==> config.mk <==
export PLATFORM = sky130hd
export DESIGN_NAME = adder_bist_driver
export DESIGN_NICKNAME = d
export VERILOG_FILES = /design/src/rtl/adder_bist_pkg.sv /design/src/rtl/bist_lfsr.sv /design/src/rtl/adder_bist_driver.sv
export SDC_FILE = /design/constraint.sdc
export NUM_CORES = 1
export LEC_CHECK = 0
export ABC_AREA = 1
export BUFFER_PORTS_ARGS = -buffer_cell sky130_fd_sc_hd__buf_2
export CORE_ASPECT_RATIO = 0.7
export CORE_MARGIN = 1.5
export CORE_UTILIZATION = 33
export CTS_BUF_LIST = sky130_fd_sc_hd__clkbuf_16
export CTS_CLUSTER_DIAMETER = 120
export DETAILED_ROUTE_END_ITERATION = 10
export PLACE_DENSITY = 0.51
export SYNTH_ARGS = -nofsm -noshare
export SYNTH_HDL_FRONTEND = slang
export SYNTH_SLANG_ARGS = --single-unit
==> constraint.sdc <==
create_clock -name clk -period 2.4 [get_ports clk]
set_input_delay 0.48 -clock clk [delete_from_list [all_inputs] [get_ports clk]]
set_output_delay 0.48 -clock clk [all_outputs]
set_load 0.01 [all_outputs]
==> src/rtl/adder_bist_pkg.sv <==
// Shared definitions for the adder BIST driver: FSM state encoding and LFSR constants.
package adder_bist_pkg;

    typedef enum logic [2:0] {
        ST_IDLE,
        ST_APPLY,
        ST_SETTLE,
        ST_CHECK,
        ST_DONE
    } state_t;

    localparam int unsigned LFSR_WIDTH = 32;

    // Galois form of x^32 + x^22 + x^2 + x + 1, shifting right.
    localparam logic [LFSR_WIDTH-1:0] LFSR_MASK = 32'h8020_0003;

    // One Galois step: shift right, fold the mask in when the bit shifted out was 1.
    function automatic logic [LFSR_WIDTH-1:0] lfsr_advance(input logic [LFSR_WIDTH-1:0] cur);
        return (cur >> 1) ^ (cur[0] ? LFSR_MASK : '0);
    endfunction

endpackage

==> src/rtl/bist_lfsr.sv <==
// 32-bit Galois LFSR with synchronous load and single-step advance.
import adder_bist_pkg::*;

module bist_lfsr #(
    parameter logic [LFSR_WIDTH-1:0] RESET_SEED = 32'hACE1_2468
) (
    input  logic                  clk,
    input  logic                  rst_n,
    input  logic                  load,
    input  logic                  step,
    input  logic [LFSR_WIDTH-1:0] seed,
    output logic [LFSR_WIDTH-1:0] state
);

    // Load takes priority over step; otherwise the register holds.
    always_ff @(posedge clk or negedge rst_n) begin
        if (!rst_n) begin
            state <= RESET_SEED;
        end else if (load) begin
            state <= seed;
        end else if (step) begin
            state <= lfsr_advance(state);
        end
    end

endmodule

==> src/rtl/adder_bist_driver.sv <==
// Built-in self-test driver for a combinational ripple adder: applies LFSR operands,
// waits a settle window, compares against a golden sum and reports pass/fail.
import adder_bist_pkg::*;

module adder_bist_driver #(
    parameter int unsigned            WIDTH         = 8,
    parameter int unsigned            NUM_VECTORS   = 10,
    parameter int unsigned            SETTLE_CYCLES = 1,
    parameter logic [LFSR_WIDTH-1:0]  LFSR_SEED     = 32'hACE1_2468
) (
    input  logic             clk,
    input  logic             rst_n,
    input  logic             start,
    output logic             busy,
    output logic             done,
    output logic             pass,
    output logic [15:0]      err_count,
    output logic [15:0]      first_fail,
    output logic [WIDTH-1:0] dut_a,
    output logic [WIDTH-1:0] dut_b,
    output logic             dut_c_in,
    input  logic [WIDTH-1:0] dut_sum,
    input  logic             dut_c_out
);

    localparam logic [15:0] LAST_IDX    = (NUM_VECTORS == 0) ? 16'd0 : 16'(NUM_VECTORS - 1);
    localparam logic [15:0] SETTLE_LOAD = 16'(SETTLE_CYCLES);
    localparam logic [15:0] NO_FAIL     = 16'hFFFF;

    state_t                  state;
    state_t                  state_nxt;
    logic [LFSR_WIDTH-1:0]   lfsr;
    logic                    lfsr_load;
    logic                    lfsr_step;
    logic [15:0]             vec_idx;
    logic [15:0]             settle_cnt;
    logic [WIDTH:0]          exp_sum;
    logic                    last_vec;
    logic                    mismatch;

    bist_lfsr #(
        .RESET_SEED (LFSR_SEED)
    ) u_lfsr (
        .clk   (clk),
        .rst_n (rst_n),
        .load  (lfsr_load),
        .step  (lfsr_step),
        .seed  (LFSR_SEED),
        .state (lfsr)
    );

    assign last_vec = (vec_idx == LAST_IDX);
    // Case inequality so that an undriven or X adder output is flagged in simulation.
    assign mismatch = ({dut_c_out, dut_sum} !== exp_sum);

    // State register.
    always_ff @(posedge clk or negedge rst_n) begin
        if (!rst_n) begin
            state <= ST_IDLE;
        end else begin
            state <= state_nxt;
        end
    end

    // Next-state logic and LFSR control strobes.
    always_comb begin
        state_nxt = state;
        lfsr_load = 1'b0;
        lfsr_step = 1'b0;
        case (state)
            ST_IDLE: begin
                if (start) begin
                    lfsr_load = 1'b1;
                    state_nxt = (NUM_VECTORS == 0) ? ST_DONE : ST_APPLY;
                end
            end
            ST_APPLY: begin
                lfsr_step = 1'b1;
                state_nxt = (SETTLE_CYCLES == 0) ? ST_CHECK : ST_SETTLE;
            end
            ST_SETTLE: begin
                if (settle_cnt <= 16'd1) begin
                    state_nxt = ST_CHECK;
                end
            end
            ST_CHECK: begin
                state_nxt = last_vec ? ST_DONE : ST_APPLY;
            end
            ST_DONE: begin
                state_nxt = ST_IDLE;
            end
            default: begin
                state_nxt = ST_IDLE;
            end
        endcase
    end

    // Operand drive, golden sum, settle counter, error bookkeeping and status flags.
    always_ff @(posedge clk or negedge rst_n) begin
        if (!rst_n) begin
            busy       <= 1'b0;
            done       <= 1'b0;
            pass       <= 1'b0;
            err_count  <= '0;
            first_fail <= NO_FAIL;
            dut_a      <= '0;
            dut_b      <= '0;
            dut_c_in   <= 1'b0;
            exp_sum    <= '0;
            vec_idx    <= '0;
            settle_cnt <= '0;
        end else begin
            done <= 1'b0;
            case (state)
                ST_IDLE: begin
                    if (start) begin
                        busy       <= 1'b1;
                        pass       <= 1'b0;
                        err_count  <= '0;
                        first_fail <= NO_FAIL;
                        vec_idx    <= '0;
                    end
                end
                ST_APPLY: begin
                    dut_a      <= lfsr[WIDTH-1:0];
                    dut_b      <= lfsr[2*WIDTH-1:WIDTH];
                    dut_c_in   <= lfsr[2*WIDTH];
                    exp_sum    <= {1'b0, lfsr[WIDTH-1:0]}
                                + {1'b0, lfsr[2*WIDTH-1:WIDTH]}
                                + {{WIDTH{1'b0}}, lfsr[2*WIDTH]};
                    settle_cnt <= SETTLE_LOAD;
                end
                ST_SETTLE: begin
                    settle_cnt <= settle_cnt - 16'd1;
                end
                ST_CHECK: begin
                    if (mismatch) begin
                        if (err_count != 16'hFFFF) begin
                            err_count <= err_count + 16'd1;
                        end
                        if (first_fail == NO_FAIL) begin
                            first_fail <= vec_idx;
                        end
                    end
                    if (!last_vec) begin
                        vec_idx <= vec_idx + 16'd1;
                    end
                end
                ST_DONE: begin
                    busy <= 1'b0;
                    done <= 1'b1;
                    pass <= (err_count == 16'd0);
                end
                default: begin
                end
            endcase
        end
    end

endmodule

==> impl_metrics.env, run 1 <==
export IMPL_outcome="finished clean"
export IMPL_power_density_cell_area_nw_per_um2=1404
export IMPL_yosys_top_cells_area="dfrtp_1, nand2_1, dfstp_2, nand3_1, inv_1"
export IMPL_timing_final_setup_violations=0
export IMPL_slew_viol_final=0
export IMPL_ys_warnings_count=0
export IMPL_initial_utilization_pct=34.08
export IMPL_layout_cells_non_filler=1235
export IMPL_gp_routability_congestion=0.8475
export IMPL_drt_wirelength_per_cell_um=13.91
export IMPL_avgViaCountPerCell=4.719
export IMPL_clock_tree_buffer_depth=2
export IMPL_postSynth_topFlopCell="dfrtp_1"
export IMPL_cts_repair_timing_setup_buffer_count=0
export IMPL_overflow=0
export IMPL_chipWidth_um=175.1
export IMPL_synth_avg_cell_area_um2=7.736
export IMPL_netlist_area_leader_share_pct=36.22
export IMPL_io_buffers=63
export IMPL_track_usage_pct=17.14
export IMPL_nNetsFinal=978
export IMPL_cts_sink_count=128
export IMPL_route_vias_total=5828
export IMPL_drt_total_wl_mm=17.18
export IMPL_worstSetupStartpointType="flip-flop"
export IMPL_crit_fanout=6
export IMPL_initialDrtViolationCount=450
export IMPL_io_pins=64
export IMPL_cts_resized_gates=0
export IMPL_largest_net_degree_at_the_start_of_global_routing=54
export IMPL_timing_hold_worst_class="in2async"
export IMPL_clock_root_buffer="clkbuf_16"
export IMPL_power_static_leakage_nw=4.018
export IMPL_fmax_mhz=512.4
export IMPL_dieHeight_um=123.4
export IMPL_worstPathCellList="fa_1 -> fa_1 -> nand3_1 -> nand3_1 -> xnor2_1 -> o21ai_0"
export IMPL_synth_seq_area_share_pct=47.37
export IMPL_final_setup_tns_ns=0
export IMPL_worst_path_dominant_cell_family="adder cells"
export IMPL_place_hpwl_mm=12.10
export IMPL_worst_slew_margin_rel_pct=65.73
export IMPL_worst_slew_pin_slew_ns=0.5140
export IMPL_clkLatencyLatePin_ns=0.42
export IMPL_dpl_cell_count=1202
export IMPL_rsz0062_at_grt="false"
export IMPL_synth_edff_count=0
export IMPL_grt_pass1_wl_mm=28.98
export IMPL_antenna_found_initial=1
export IMPL_timing_setup_critical_path_class="reg2reg"
export IMPL_clkSlewWorstSetupHoldPaths_ns=0.06
export IMPL_synth_cell_area_um2=6839
export IMPL_tritoncts_clock_tree="done"
export IMPL_first_global_vias=5423
export IMPL_synth_cells_most_frequent="nand2_1, dfrtp_1, inv_1, nor2_1, nand3_1"
export IMPL_cts_max_level=4
export IMPL_maxCapViolCount=0
export IMPL_post_synth_top_area_cell="dfrtp_1"
export IMPL_clock_skew_final_ns=0.01055
export IMPL_place_ws_ns=0.4318
export IMPL_cp_slowest_cell="fa_1"
export IMPL_drc=0
export IMPL_postSynth_asyncResetShare_pct=100.0
export IMPL_num_cts_buffers=17
export IMPL_fin_ws_ns=0.4483
export IMPL_cts_hold_buffers=0
export IMPL_min_period_ns=1.952
export IMPL_ys_ff_latch=128
export IMPL_fillerInstances=2097
export IMPL_rows=43
export IMPL_dieArea_um2=21610
export IMPL_share_of_the_clock_period_used_by_the_worst_path_pct=81.32
export IMPL_areaGrowthSynthToFinish_pct=18.66
export IMPL_syn_nets=911
export IMPL_timing_final_hold_violations=0
export IMPL_synth_distinct_cells=39
export IMPL_drive_gt1_share_pct=15.77
export IMPL_worstPathBufferInverterCount=0
export IMPL_placeableCoreArea_um2=20070
export IMPL_cp_required_ns=2.73
export IMPL_drt_first_pass_iters=5
export IMPL_ir_drop_mv=0.6644
export IMPL_syn_inst=884
export IMPL_critical_path_max_stage_delay_ns=0.49
export IMPL_worst_setup_path_end_kind="flip-flop"
export IMPL_count_leader_synth="nand2_1"
export IMPL_route_antenna_remaining_nets=0
export IMPL_worst_endpoint_arrival_ns=2.28
[through the flow]
stage	total power [W]	utilization [%]	instance area, um^2	hold slack (ns)
finish	0.01140	40.44	8115	0.03174
CTS	0.01153	40.43	8113	0.03909
global route	0.01245	40.43	8113	0.06234
detailed placement	0.008683	37.30	7486	0.4571
global placement	0.008639	37.30	7486	0.4542
floorplan	0.007287	-	6839	0.1844
[area by class of cell]
cell class,instances,area [um^2],share of cell area (%)
inverter,89,334.1,4.117
multi-input combinational,640,3138,38.67
sequential,128,3239,39.92
antenna,1,2.502,0.03084
timing repair buffer,75,436.7,5.381
tap,270,337.8,4.163
clock inverter,15,201.4,2.482
clock buffer,17,425.4,5.242
[power breakdown]
| group | internal, W | switching [W] | total [W] |
|---|---|---|---|
| combinational | 0.00166 | 0.00302 | 0.00468 |
| sequential | 0.00324 | 0.000699 | 0.00394 |
| clock | 0.00182 | 0.000962 | 0.00278 |
[worst paths after layout]
kind                            cells past startpoint                     endpoint  slack, ns                   startpoint
worst max-delay path                                6       exp_sum[4]$_DFFE_PN0P_       0.45  u_lfsr.state[0]$_DFFE_PN0P_
worst min-delay path                                1       exp_sum[5]$_DFFE_PN0P_       0.03                        rst_n
worst max register to register                      6       exp_sum[4]$_DFFE_PN0P_       0.45  u_lfsr.state[0]$_DFFE_PN0P_
worst min register to register                      2         dut_a[7]$_DFFE_PN0P_       0.47         dut_a[7]$_DFFE_PN0P_
max in group asynchronous                           2  u_lfsr.state[3]$_DFFE_PN1P_       1.66                        rst_n
min in group clk                                    5         state[0]$_DFFE_PN0P_       0.40                        start
[flip-flops by register name, summed over array words and instances, names as in the netlist]
register,cells
vec_idx,16
pass,1
busy,1
u_lfsr.state,32
dut_b,8
dut_c_in,1
exp_sum,9
settle_cnt,16
dut_a,8
err_count,16
done,1
first_fail,16
state,3
[cells by family (layout without fill, tap and decap cells)]
group | after synthesis | after routing | share of synthesized area [%]
compound gates | 76 | 76 | 5.964
xor+xnor | 17 | 17 | 2.177
fa+ha+maj | 15 | 15 | 2.964
buf+inv | 116 | 196 | 6.787
flops | 128 | 128 | 47.37
mux | 2 | 2 | 0.2927
other cells | 0 | 1 | 0
simple gates | 530 | 530 | 34.45
[metal layers]
layer	track usage (%)	wire [um]
met1	26.87	9559
met2	23.14	6877
met3	3.721	622
met4	4.808	121
met5	0	0
[layout by cell type, fill, tap and decap left out, types with 5 or more instances in the layout]
cell / n
nor2_1: 74
o21ai_0: 41
nand2_1: 302
xor2_1: 10
xnor2_1: 7
bufinv_16: 5
clkbuf_16: 17
clkinv_1: 5
nand3_1: 65
o22ai_1: 6
nor3_1: 19
a21oi_1: 18
nand4_1: 48
dfstp_2: 29
ha_1: 13
buf_2: 62
dfrtp_1: 99
buf_4: 10
inv_1: 86
Power figures use the tool's default switching activity.
==> run 2: changes to the inputs <==
==> constraint.sdc (replaced) <==
create_clock -name clk -period 2 [get_ports clk]
set_input_delay 0.4 -clock clk [delete_from_list [all_inputs] [get_ports clk]]
set_output_delay 0.4 -clock clk [all_outputs]
set_load 0.01 [all_outputs]
==> impl_metrics.env, run 2 (same netlist as run 1, synthesis figures left out) <==
export IMPL_first_global_vias=5433
export IMPL_clkSlewWorstSetupHoldPaths_ns=0.06
export IMPL_clock_skew_final_ns=0.01108
export IMPL_worst_slew_pin_slew_ns=0.5553
export IMPL_outcome="finished clean"
export IMPL_combPwrFrac_pct=41.8
export IMPL_worstReg2RegStart="first_fail[9]$_DFFE_PN1P_"
export IMPL_fin_ws_ns=0.1671
export IMPL_dieArea_um2=21610
export IMPL_clock_root_buffer="clkbuf_16"
export IMPL_place_hpwl_mm=12.59
export IMPL_crit_fanout=17
export IMPL_largest_net_degree_at_the_start_of_global_routing=44
export IMPL_detailed_place_area_um2=7609
export IMPL_critical_path_reg2reg_endpoint="first_fail[9]$_DFFE_PN1P_"
export IMPL_drt_wirelength_per_cell_um=13.94
export IMPL_drc=0
export IMPL_clock_tree_buffer_depth=2
export IMPL_internal_power_w=0.008043
export IMPL_num_cts_buffers=17
export IMPL_worst_endpoint_arrival_ns=2.18
export IMPL_worst_r2r_path_depth=7
export IMPL_seq_power_share_pct=33.9
export IMPL_worst_slew_margin_rel_pct=62.70
export IMPL_share_of_the_clock_period_used_by_the_worst_path_pct=91.64
export IMPL_timing_hold_worst_class="in2reg"
export IMPL_layout_cells_most_common="nand2_1"
export IMPL_top_library_cells_by_usage_in_the_layout_fill_and_taps_aside="nand2_1, dfrtp_1, inv_1, nor2_1, nand3_1"
export IMPL_timing_reg2reg_setup_slack_ns=0.17
export IMPL_slew_viol_final=0
export IMPL_antenna_found_initial=1
export IMPL_io_buffers=63
export IMPL_holdCritStartpoint="start"
export IMPL_registers_top_by_ff_count="u_lfsr.state"
export IMPL_cts_repair_timing_setup_buffer_count=0
export IMPL_chipWidth_um=175.1
export IMPL_timing_setup_critical_path_class="reg2reg"
export IMPL_clock_power_share_pct=24.3
export IMPL_nNetsFinal=997
export IMPL_areaGrowthSynthToFinish_pct=20.84
export IMPL_track_usage_pct=17.23
export IMPL_rsz0062_at_grt="false"
export IMPL_final_core_util_pct=41.18
export IMPL_ir_drop_mv=0.5344
export IMPL_power_static_leakage_nw=4.115
export IMPL_tritoncts_clock_tree="done"
export IMPL_overflow=0
export IMPL_initialDrtViolationCount=405
export IMPL_drt_total_wl_mm=17.48
export IMPL_initial_utilization_pct=34.08
export IMPL_io_pins=64
export IMPL_gp_routability_congestion=0.8580
export IMPL_grt_pass1_wl_mm=29.03
export IMPL_largest_reg_flops=32
export IMPL_dieHeight_um=123.4
export IMPL_cts_sink_count=128
export IMPL_avgViaCountPerCell=4.747
export IMPL_fillerInstances=2081
export IMPL_worst_setup_path_end_kind="flip-flop"
export IMPL_placeableCoreArea_um2=20070
export IMPL_switching_share_pct=41.65
export IMPL_route_vias_total=5953
export IMPL_power_density_cell_area_nw_per_um2=1668
export IMPL_clkLatencyLatePin_ns=0.42
export IMPL_timing_final_hold_violations=0
export IMPL_final_setup_tns_ns=0
export IMPL_hold_depth=5
export IMPL_cp_required_ns=2.35
export IMPL_cts_max_level=4
export IMPL_worstSetupStartpointType="flip-flop"
export IMPL_min_period_ns=1.833
export IMPL_switching_power_of_the_nets_w=0.005742
export IMPL_fin_area_um2=8264
export IMPL_maxCapViolCount=0
export IMPL_place_ws_ns=0.007377
export IMPL_drt_first_pass_iters=5
export IMPL_fmax_mhz=545.6
export IMPL_drive_gt1_share_pct=17.80
export IMPL_rows=43
export IMPL_fin_total_pwr_w=0.01378
export IMPL_timing_hold_worst_endpoint="state[0]$_DFFE_PN0P_"
export IMPL_timing_final_setup_violations=0
export IMPL_route_antenna_remaining_nets=0
==> run 2: layer usage <==
metal	vias to the layer above	part of all wire (%)	GRT usage (%)
met3	11	5.1	4.151
met1	2778	54	27.00
met5	-	0	0
li1	3051	-	-
met2	113	40	23.07
met4	0	0.74	4.487
==> run 2: timing repair <==
| item | CTS | global route |
|---|---|---|
| setup endpoints to repair | 1 | 0 |
| hold endpoints to repair | 33 | 0 |
| resized for setup | 1 | 0 |
| hold buffers | 1 | 0 |
==> run 2: worst max path at each step <==
stage	from	end	slack, ns
after floorplan	u_lfsr.state[0]$_DFFE_PN0P_	exp_sum[4]$_DFFE_PN0P_	0.18
after global placement	first_fail[9]$_DFFE_PN1P_	first_fail[1]$_DFFE_PN1P_	0.06
after detailed placement	first_fail[9]$_DFFE_PN1P_	first_fail[9]$_DFFE_PN1P_	0.007
after CTS	first_fail[9]$_DFFE_PN1P_	first_fail[9]$_DFFE_PN1P_	0.17
after global routing	first_fail[9]$_DFFE_PN1P_	first_fail[9]$_DFFE_PN1P_	0.02
final	first_fail[9]$_DFFE_PN1P_	first_fail[9]$_DFFE_PN1P_	0.17
==> run 2: critical path: stages (launching register included) <==
cell     delay, ns
dfstp_2       0.55
nand2_1       0.05
nor2_1        0.09
nand4_1       0.17
o21ai_4       0.44
nand3_4       0.27
nand2_1       0.12
nand2_1       0.06
==> run 2: cell type report <==
cell class | count | area [um^2] | share of cell area (%)
flip-flops and latches | 128 | 3239 | 39.20
multi-input cells | 640 | 3146 | 38.06
clock buffers | 17 | 425.4 | 5.148
repair buffers | 94 | 569.3 | 6.889
inverters | 89 | 334.1 | 4.042
diodes | 1 | 2.502 | 0.03028
well taps | 270 | 337.8 | 4.088
clock inverters | 15 | 210.2 | 2.544
==> run 2: power by group through the flow <==
| stage | sequential [W] | combinational (W) | clock [W] |
|---|---|---|---|
| 2_1_floorplan | 0.00473 | 0.00401 | 0 |
| 3_3_place_gp | 0.00470 | 0.00575 | 0 |
| 3_5_place_dp | 0.00470 | 0.00580 | 0 |
| 4_1_cts | 0.00468 | 0.00584 | 0.00342 |
| 5_1_grt | 0.00485 | 0.00663 | 0.00354 |
| 6_report | 0.00467 | 0.00577 | 0.00334 |
==> run 2: metrics by stage <==
step	std cells	hold WS, ns
floorplan	884	0.1044
global placement	1220	0.3636
detailed placement	1220	0.3730
CTS	1253	0.3130
global route	1253	0.3381
finish	1254	0.3294
